[config.mk]
export PLATFORM = sky130hd
export DESIGN_NAME = filtro_store_buffer
export DESIGN_NICKNAME = d
export VERILOG_FILES = /design/src/rtl/filtro_store_buffer.sv
export SDC_FILE = /design/constraint.sdc
export NUM_CORES = 1
export LEC_CHECK = 0
export BUFFER_PORTS_ARGS = -buffer_cell sky130_fd_sc_hd__buf_2
export CAP_MARGIN = 20
export CORE_MARGIN = 2
export CORE_UTILIZATION = 30
export DETAILED_ROUTE_END_ITERATION = 7
export GPL_TIMING_DRIVEN = 0
export PLACE_DENSITY = 0.56
export SLEW_MARGIN = 25
export SYNTH_ARGS = -nofsm -noshare
export SYNTH_HDL_FRONTEND = slang
export SYNTH_SLANG_ARGS = --single-unit
[constraint.sdc]
create_clock -name i_clk -period 5.6 [get_ports i_clk]
set_input_delay 0.56 -clock i_clk [delete_from_list [all_inputs] [get_ports i_clk]]
set_output_delay 0.56 -clock i_clk [all_outputs]
set_load 0.03 [all_outputs]
[src/rtl/filtro_store_buffer.sv]
// Store formatting unit: aligns REG[rt] into byte lanes, flags misaligned or
// illegal stores, and posts good stores into a small FIFO that drains to memory.
module filtro_store_buffer #(
    parameter int NBITS  = 32,
    parameter int TNBITS = 2,
    parameter int ABITS  = 32,
    parameter int DEPTH  = 4
) (
    input  logic                        i_clk,
    input  logic                        i_rst_n,
    input  logic                        i_valid,
    output logic                        o_ready,
    input  logic [ABITS-1:0]            i_addr,
    input  logic [NBITS-1:0]            i_dato_rt,
    input  logic [TNBITS-1:0]           i_selector,
    input  logic                        i_flush,
    output logic                        o_mem_valid,
    input  logic                        i_mem_ready,
    output logic [ABITS-1:0]            o_mem_addr,
    output logic [NBITS-1:0]            o_mem_data,
    output logic [NBITS/8-1:0]          o_mem_be,
    output logic                        o_misaligned,
    output logic                        o_illegal,
    output logic [ABITS-1:0]            o_bad_addr,
    output logic                        o_empty,
    output logic [$clog2(DEPTH):0]      o_count
);
    localparam int NB  = NBITS / 8;
    localparam int OFS = $clog2(NB);
    localparam int PW  = $clog2(DEPTH);
    localparam int CW  = PW + 1;

    localparam logic [TNBITS-1:0] SEL_WORD = TNBITS'(0);
    localparam logic [TNBITS-1:0] SEL_SB   = TNBITS'(1);
    localparam logic [TNBITS-1:0] SEL_SH   = TNBITS'(2);

    localparam logic [NB-1:0] BE_B = NB'(1);
    localparam logic [NB-1:0] BE_H = NB'(3);
    localparam logic [NB-1:0] BE_W = NB'(15);

    logic [ABITS-1:0] mem_addr_q [DEPTH];
    logic [NBITS-1:0] mem_data_q [DEPTH];
    logic [NB-1:0]    mem_be_q   [DEPTH];
    logic [PW-1:0]    wr_ptr, rd_ptr;
    logic [CW-1:0]    count;

    logic [OFS-1:0]   k;
    logic [NBITS-1:0] fmt_data;
    logic [NB-1:0]    fmt_be;
    logic             misal, illegal;
    logic             accept, push, pop;

    assign k = i_addr[OFS-1:0];

    always_comb begin
        fmt_data = '0;
        fmt_be   = '0;
        misal    = 1'b0;
        illegal  = 1'b0;
        case (i_selector)
            SEL_SB: begin
                fmt_data = {NB{i_dato_rt[7:0]}};
                fmt_be   = BE_B << k;
            end
            SEL_SH: begin
                fmt_data = {(NB/2){i_dato_rt[15:0]}};
                fmt_be   = BE_H << k;
                misal    = k[0];
            end
            SEL_WORD: begin
                fmt_data = {(NB/4){i_dato_rt[31:0]}};
                fmt_be   = BE_W << k;
                misal    = |k[1:0];
            end
            default: illegal = 1'b1;
        endcase
    end

    // Upstream: a store transfers on a rising edge where i_valid && o_ready
    // && !i_flush. Downstream: the head transfers where o_mem_valid &&
    // i_mem_ready && !i_flush. o_ready depends only on occupancy.
    assign o_ready     = (count != CW'(DEPTH));
    assign o_empty     = (count == '0);
    assign o_mem_valid = !o_empty;
    assign o_count     = count;

    assign accept = i_valid && o_ready && !i_flush;
    assign push   = accept && !misal && !illegal;
    assign pop    = o_mem_valid && i_mem_ready && !i_flush;

    always_ff @(posedge i_clk or negedge i_rst_n) begin
        if (!i_rst_n) begin
            wr_ptr <= '0;
            rd_ptr <= '0;
            count  <= '0;
        end else if (i_flush) begin
            wr_ptr <= '0;
            rd_ptr <= '0;
            count  <= '0;
        end else begin
            if (push) wr_ptr <= wr_ptr + 1'b1;
            if (pop)  rd_ptr <= rd_ptr + 1'b1;
            case ({push, pop})
                2'b10:   count <= count + 1'b1;
                2'b01:   count <= count - 1'b1;
                default: count <= count;
            endcase
        end
    end

    // Entries are cleared on reset so the head outputs read zero afterwards.
    always_ff @(posedge i_clk or negedge i_rst_n) begin
        if (!i_rst_n) begin
            for (int i = 0; i < DEPTH; i++) begin
                mem_addr_q[i] <= '0;
                mem_data_q[i] <= '0;
                mem_be_q[i]   <= '0;
            end
        end else if (push) begin
            mem_addr_q[wr_ptr] <= {i_addr[ABITS-1:OFS], {OFS{1'b0}}};
            mem_data_q[wr_ptr] <= fmt_data;
            mem_be_q[wr_ptr]   <= fmt_be;
        end
    end

    assign o_mem_addr = mem_addr_q[rd_ptr];
    assign o_mem_data = mem_data_q[rd_ptr];
    assign o_mem_be   = mem_be_q[rd_ptr];

    // Illegal selector wins over misalignment; neither fires during flush.
    always_ff @(posedge i_clk or negedge i_rst_n) begin
        if (!i_rst_n) begin
            o_misaligned <= 1'b0;
            o_illegal    <= 1'b0;
            o_bad_addr   <= '0;
        end else begin
            o_illegal    <= accept && illegal;
            o_misaligned <= accept && !illegal && misal;
            if (accept && (illegal || misal)) o_bad_addr <= i_addr;
        end
    end

endmodule

Yosys cells after proc, flatten, opt, wreduce, memory -nomap -nowiden
Index checks and enable logic that the tools add are counted.
{"block": "word_totals", "ff_bits": 313, "output_inout_bits": 108, "wordCells": 83}
{"block": "classes", "reduce_logical": 22, "n_bitwise": 2, "muxes": 26, "add_sub_neg": 4, "shifts": 3, "n_lt_le_gt_ge": 3, "eq_ne": 5}
{"op": "bitwise mux 128 bit", "n": 2}
{"op": "2-to-1 mux 32 bit", "n": 5}
{"op": "binary-select mux 32 bit (select 2 bit)", "n": 2}
{"op": "case mux 32 bit (3 select lines)", "n": 1}
{"op": "demux 32 bit (select 2 bit)", "n": 1}
{"op": "bitwise mux 16 bit", "n": 1}
{"op": "2-to-1 mux 4 bit", "n": 3}
{"op": "case mux 4 bit (3 select lines)", "n": 1}
{"op": "logical AND 1 bit", "n": 11}
{"op": "binary-select mux 4 bit (select 2 bit)", "n": 1}
{"op": "demux 4 bit (select 2 bit)", "n": 1}
{"op": "2-to-1 mux 2 bit", "n": 4}
{"op": ">= comparator 3 bit (second input constant)", "n": 2}
{"op": "inverter 2 -> 3 bit", "n": 2}
{"op": "case mux 3 bit (2 select lines)", "n": 1}
{"op": "adder 2 x 1 -> 2 bit (second input constant)", "n": 2}
{"op": "equality test 2 x 1 -> 1 bit (second input constant)", "n": 2}
{"op": "equality test 2 bit (second input constant)", "n": 2}
{"op": "nonzero test 2 bit", "n": 2}
{"op": "<< shifter 1 x 2 -> 4 bit (first input constant)", "n": 1}
{"op": "<< shifter 2 x 2 -> 4 bit (first input constant)", "n": 1}
{"op": "<< shifter 4 x 2 -> 4 bit (first input constant)", "n": 1}
{"op": "adder 3 x 1 -> 3 bit (second input constant)", "n": 1}
{"op": "logical NOT 1 bit", "n": 3}
{"op": "other kinds (12)", "n": 12}

Logic depth before layout (Yosys ltp)
{"block": "depth", "word_depth": 8, "ltp_mapped": 11, "mapped_depth_nobuf": 8}

Least setup slack after synthesis
OpenSTA, ideal clock, no wires.
{"block": "synth_path", "path_type": "input-to-reg", "from": "input i_selector[0]", "to": "register count[2] (netlist: o_count[2])", "setup_slack_ps": 3036, "path_buffers": 2, "t_arrival_ps": 2436, "stages": 10, "setup_ps": 128, "path_cell_list": "buf_2 or2_2 o21bai_4 and2_4 buf_6 nor3_1 fa_1 and2_1 mux2i_1 mux2_1"}
{"block": "synth_via", "elab_chain_len": 8, "word_cells_on_any_way": 13}
{"element": "from (decl)", "line": "15", "rtl": "input logic [TNBITS-1:0] i_selector,"}
{"element": "equality test 2 bit or logical NOT 2 bit (tied branches)", "line": "60", "rtl": "case (i_selector)"}
{"element": "case mux 1 bit (2 select lines)", "line": "60"}
{"element": "logical NOT 1 bit", "line": "88", "rtl": "assign push = accept && !misal && !illegal;"}
{"element": "logical AND 1 bit", "line": "88"}
{"element": "logical AND 1 bit *", "line": "88"}
{"element": "equality test 2 x 1 -> 1 bit or equality test 2 bit (tied branches)", "line": "103", "rtl": "case ({push, pop})"}
{"element": "case mux 3 bit (2 select lines)", "line": "103"}
{"element": "2-to-1 mux 3 bit", "line": "96", "rtl": "end else if (i_flush) begin"}
{"element": "to (signal assigned)", "line": "104", "rtl": "2'b10: count <= count + 1'b1;"}
{"element": "to (signal assigned)", "line": "105", "rtl": "2'b01: count <= count - 1'b1;"}
{"element": "to (signal assigned)", "line": "106", "rtl": "default: count <= count;"}
{"element": "to (decl)", "line": "45", "rtl": "logic [CW-1:0] count;"}
Mark *: on every way between the ends. The rest lies on a longest branch, timed or not.
A chain may end at the register's enable or synchronous reset.

Worst setup path after layout
{"block": "layout_path", "from": "register rd_ptr[1]", "to": "output o_mem_data[1]"}
{"block": "layout_via", "elab_chain_len": 4}
{"element": "from (decl)", "line": "44", "rtl": "logic [PW-1:0] wr_ptr, rd_ptr;"}
{"element": "from (signal assigned)", "line": "102", "rtl": "if (pop) rd_ptr <= rd_ptr + 1'b1;"}
{"element": "inverter 2 -> 3 bit (implied by the code)", "line": "127", "rtl": "assign o_mem_data = mem_data_q[rd_ptr];"}
{"element": "binary-select mux 32 bit (select 2 bit)", "line": "127"}
{"element": "2-to-1 mux 32 bit (implied by the code) (2 in a row)", "line": "127"}
{"element": "to (decl)", "line": "20", "rtl": "output logic [NBITS-1:0] o_mem_data,"}
Every way passes these cells. The select of a mux whose other input is x is not followed.

==> run metrics <==
status=finished, final reports clean; fmax=0.290 GHz; number of CTS-inserted buffers=37; Syn Inst Count=907; Core Region=45300 um^2; number of remaining DRC errors=0; via count=8328; Worst-Skew Late Latency=0.54 ns; worst clock skew=0.0224 ns; post-synthesis async set-or-reset flop share=100%; Die Span Y=218 um; Vias/cell=4.75; # H-tree levels=2; critical path class=reg2out; Worst Max-Slew Pin Slew=0.876 ns; vias in the first global route=8981; clock buffer depth=3; WP data required=5.04 ns; Final min period=3.44 ns; clk slew on worst S/H paths=0.06 ns; clk root buf=clkbuf_16; Total GRT Usage=15.2%; count leader, synth=dfrtp_1; first-pass GRT wire length=54.4 mm; post-synthesis cell area=13700 um^2; Initial Util=30.3%; share of layout cells above drive strength 1=52.2%; cts repair resizes=0; Syn Area/Cell=15.1 um^2; DRT antenna net count=0; FP Rows=78; # setup viols final=0; Final Cycle Share=61.5%; largest net degree at the start of global routing=91; die span in x=218 um; maximum vdd drop=0.328 mV; total grt overflow=0; Slew headroom=41.6%; post-synthesis sequential area ratio=55.6%; Die Area=47500 um^2; Max-Cap Viols=0; Hold Slack=0.292 ns; CTS tree=done; CP Cell Sequence=buf_1 > clkbuf_1 > mux4_2 > buf_2; wire per inst=20.0 um; Slew Viols, Final=0; Yosys reg bits=305; Worst path max stage delay=0.66 ns; Synth Warn #=0; I/O pins=179; number of antenna violations at the first check in global routing=2; crit end category=primary output; HPWL Detailed=24.3 mm; crit-path max FO=10; Worst Path Buf+Inv=3; Hold Fails Final Rpt=0; ranking of synthesized cells by area=dfrtp_1 56%, mux2_2 20%, mux4_2 11%; count of cell types in the netlist=38; count of input and output buffers=175; Routed Wire Length=35.0 mm; pre-CTS setup slack=2.65 ns; First-pass DRT Iterations=4; final worst slack=2.16 ns; Crit path max-delay family=buffers and inverters; Yosys top cell by area=dfrtp_1; gpl congestion=0.841; starting DRC count in detailed routing=398; Layout area overhead=21.9%; Pleak=7.91 nW; Pwr Density=528 nW/um^2; crit path DAT=2.88 ns; NumNets Final=1202; CTS Sinks=305; Hold/Removal Path Class=in2reg; Post-synth EDFFs=0; top-area cell type share of the netlist area=55.6%; critical path startpoint category=flip-flop; most frequent cells after synthesis=305 x dfrtp_1, 242 x mux2_2, 66 x mux4_2, 61 x nand2_1, 57 x o21ai_0; CP max-delay cell=buf_1; Top FF cell, synth=dfrtp_1; RSZ-0062 raised after global routing=false
[worst register-to-register path: cells and delay by family (launching register included)]
| kind | cells | cell delay (ns) |
|---|---|---|
| mux | 2 | 0.49 |
| fa+ha+maj | 1 | 0.22 |
| flops | 1 | 0.44 |
| buf+inv | 1 | 0.13 |
| simple gates | 5 | 1.04 |
[flip-flops by register name (all words and copies together) (netlist names)]
| register | flops |
|---|---|
| mem_data_q | 128 |
| o_illegal | 1 |
| rd_ptr | 2 |
| mem_be_q | 16 |
| wr_ptr | 2 |
| o_bad_addr | 32 |
| o_count | 3 |
| mem_addr_q | 120 |
| o_misaligned | 1 |
[final timing paths]
check                                from        endpoint  slack (ns)  cells past startpoint
setup / recovery                rd_ptr[1]   o_mem_data[1]        2.16                      4
hold / removal                 i_addr[28]  o_bad_addr[28]        0.29                      2
setup reg to reg               o_count[1]      o_count[2]        3.17                      9
hold reg to reg            mem_data_q[35]  mem_data_q[35]        0.47                      2
max in group asynchronous         i_rst_n   mem_addr_q[9]        3.81                      4
min in group asynchronous         i_rst_n  mem_data_q[40]        0.57                      2
[cell type report]
cell class | count | area, um^2
diodes | 1 | 2.50
plain buffers | 65 | 455
clock buffers | 52 | 1090
clock inverters | 13 | 174
fillers | 4391 | 28500
inverters | 12 | 45.0
multi-input cells | 526 | 5600
flip-flops and latches | 305 | 7630
well taps | 600 | 751
repair buffers | 179 | 978
[through the flow]
step           TNS, ns  cell area, um^2  util [%]  total power, mW  instances
2_1_floorplan        0            13700         -             5.43        908
3_3_place_gp   -593.70            15400      33.9             6.37       1683
3_5_place_dp         0            15500      34.1             6.44       1686
4_1_cts              0            16700      37.0             8.97       1752
5_1_grt              0            16700      37.0             9.30       1753
6_report             0            16700      37.0             8.83       1753
[cell families (layout without fill, tap and decap cells)]
kind of cell             after synthesis  after routing  synth area share (%)
multiplexers                         349            349                  33.9
flip-flops                           305            305                  55.6
AND/OR/NAND/NOR                      102            102                  3.50
buffers and inverters                 77            321                  3.64
AO/OA/AOI/OAI                         65             65                  2.58
adder cells (fa/ha/maj)                5              5                 0.510
XOR/XNOR                               3              3                 0.246
other                                  1              3                0.0273
[power breakdown]
part           switching [mW]  internal (mW)
combinational            1.91           1.34
clock                   0.944           1.55
sequential              0.289           2.81
[timing repair]
item | CTS | global route
endpoints found under the hold margin | 58 | 0
buffers inserted | 0 | 0
hold buffers | 1 | 0
[placed cells by master (no fill, tap or decap), drive strengths merged, types with 2 or more instances in the layout]
| cell type | n |
|---|---|
| mux2i | 17 |
| ha | 4 |
| o21bai | 3 |
| conb | 2 |
| mux2 | 266 |
| xor2 | 3 |
| dfrtp | 305 |
| mux4 | 66 |
| nand2b | 4 |
| nand3 | 5 |
| clkinvlp | 2 |
| and2 | 3 |
| buf | 232 |
| nand2 | 61 |
| nor2b | 6 |
| inv | 13 |
| clkbuf | 63 |
| nand3b | 9 |
| nor2 | 9 |
| bufinv | 4 |
| o21ai | 57 |
| clkinv | 6 |
[layer usage]
| layer | GRT usage (%) | vias up | share of wire [%] |
|---|---|---|---|
| met1 | 19.7 | 4366 | 44 |
| li1 | - | 3740 | - |
| met4 | 5.35 | 2 | 2.7 |
| met3 | 3.57 | 54 | 5.3 |
| met2 | 24.7 | 166 | 48 |
| met5 | 0 | - | 0.051 |
No activity file was read; power rests on OpenSTA's default activity.
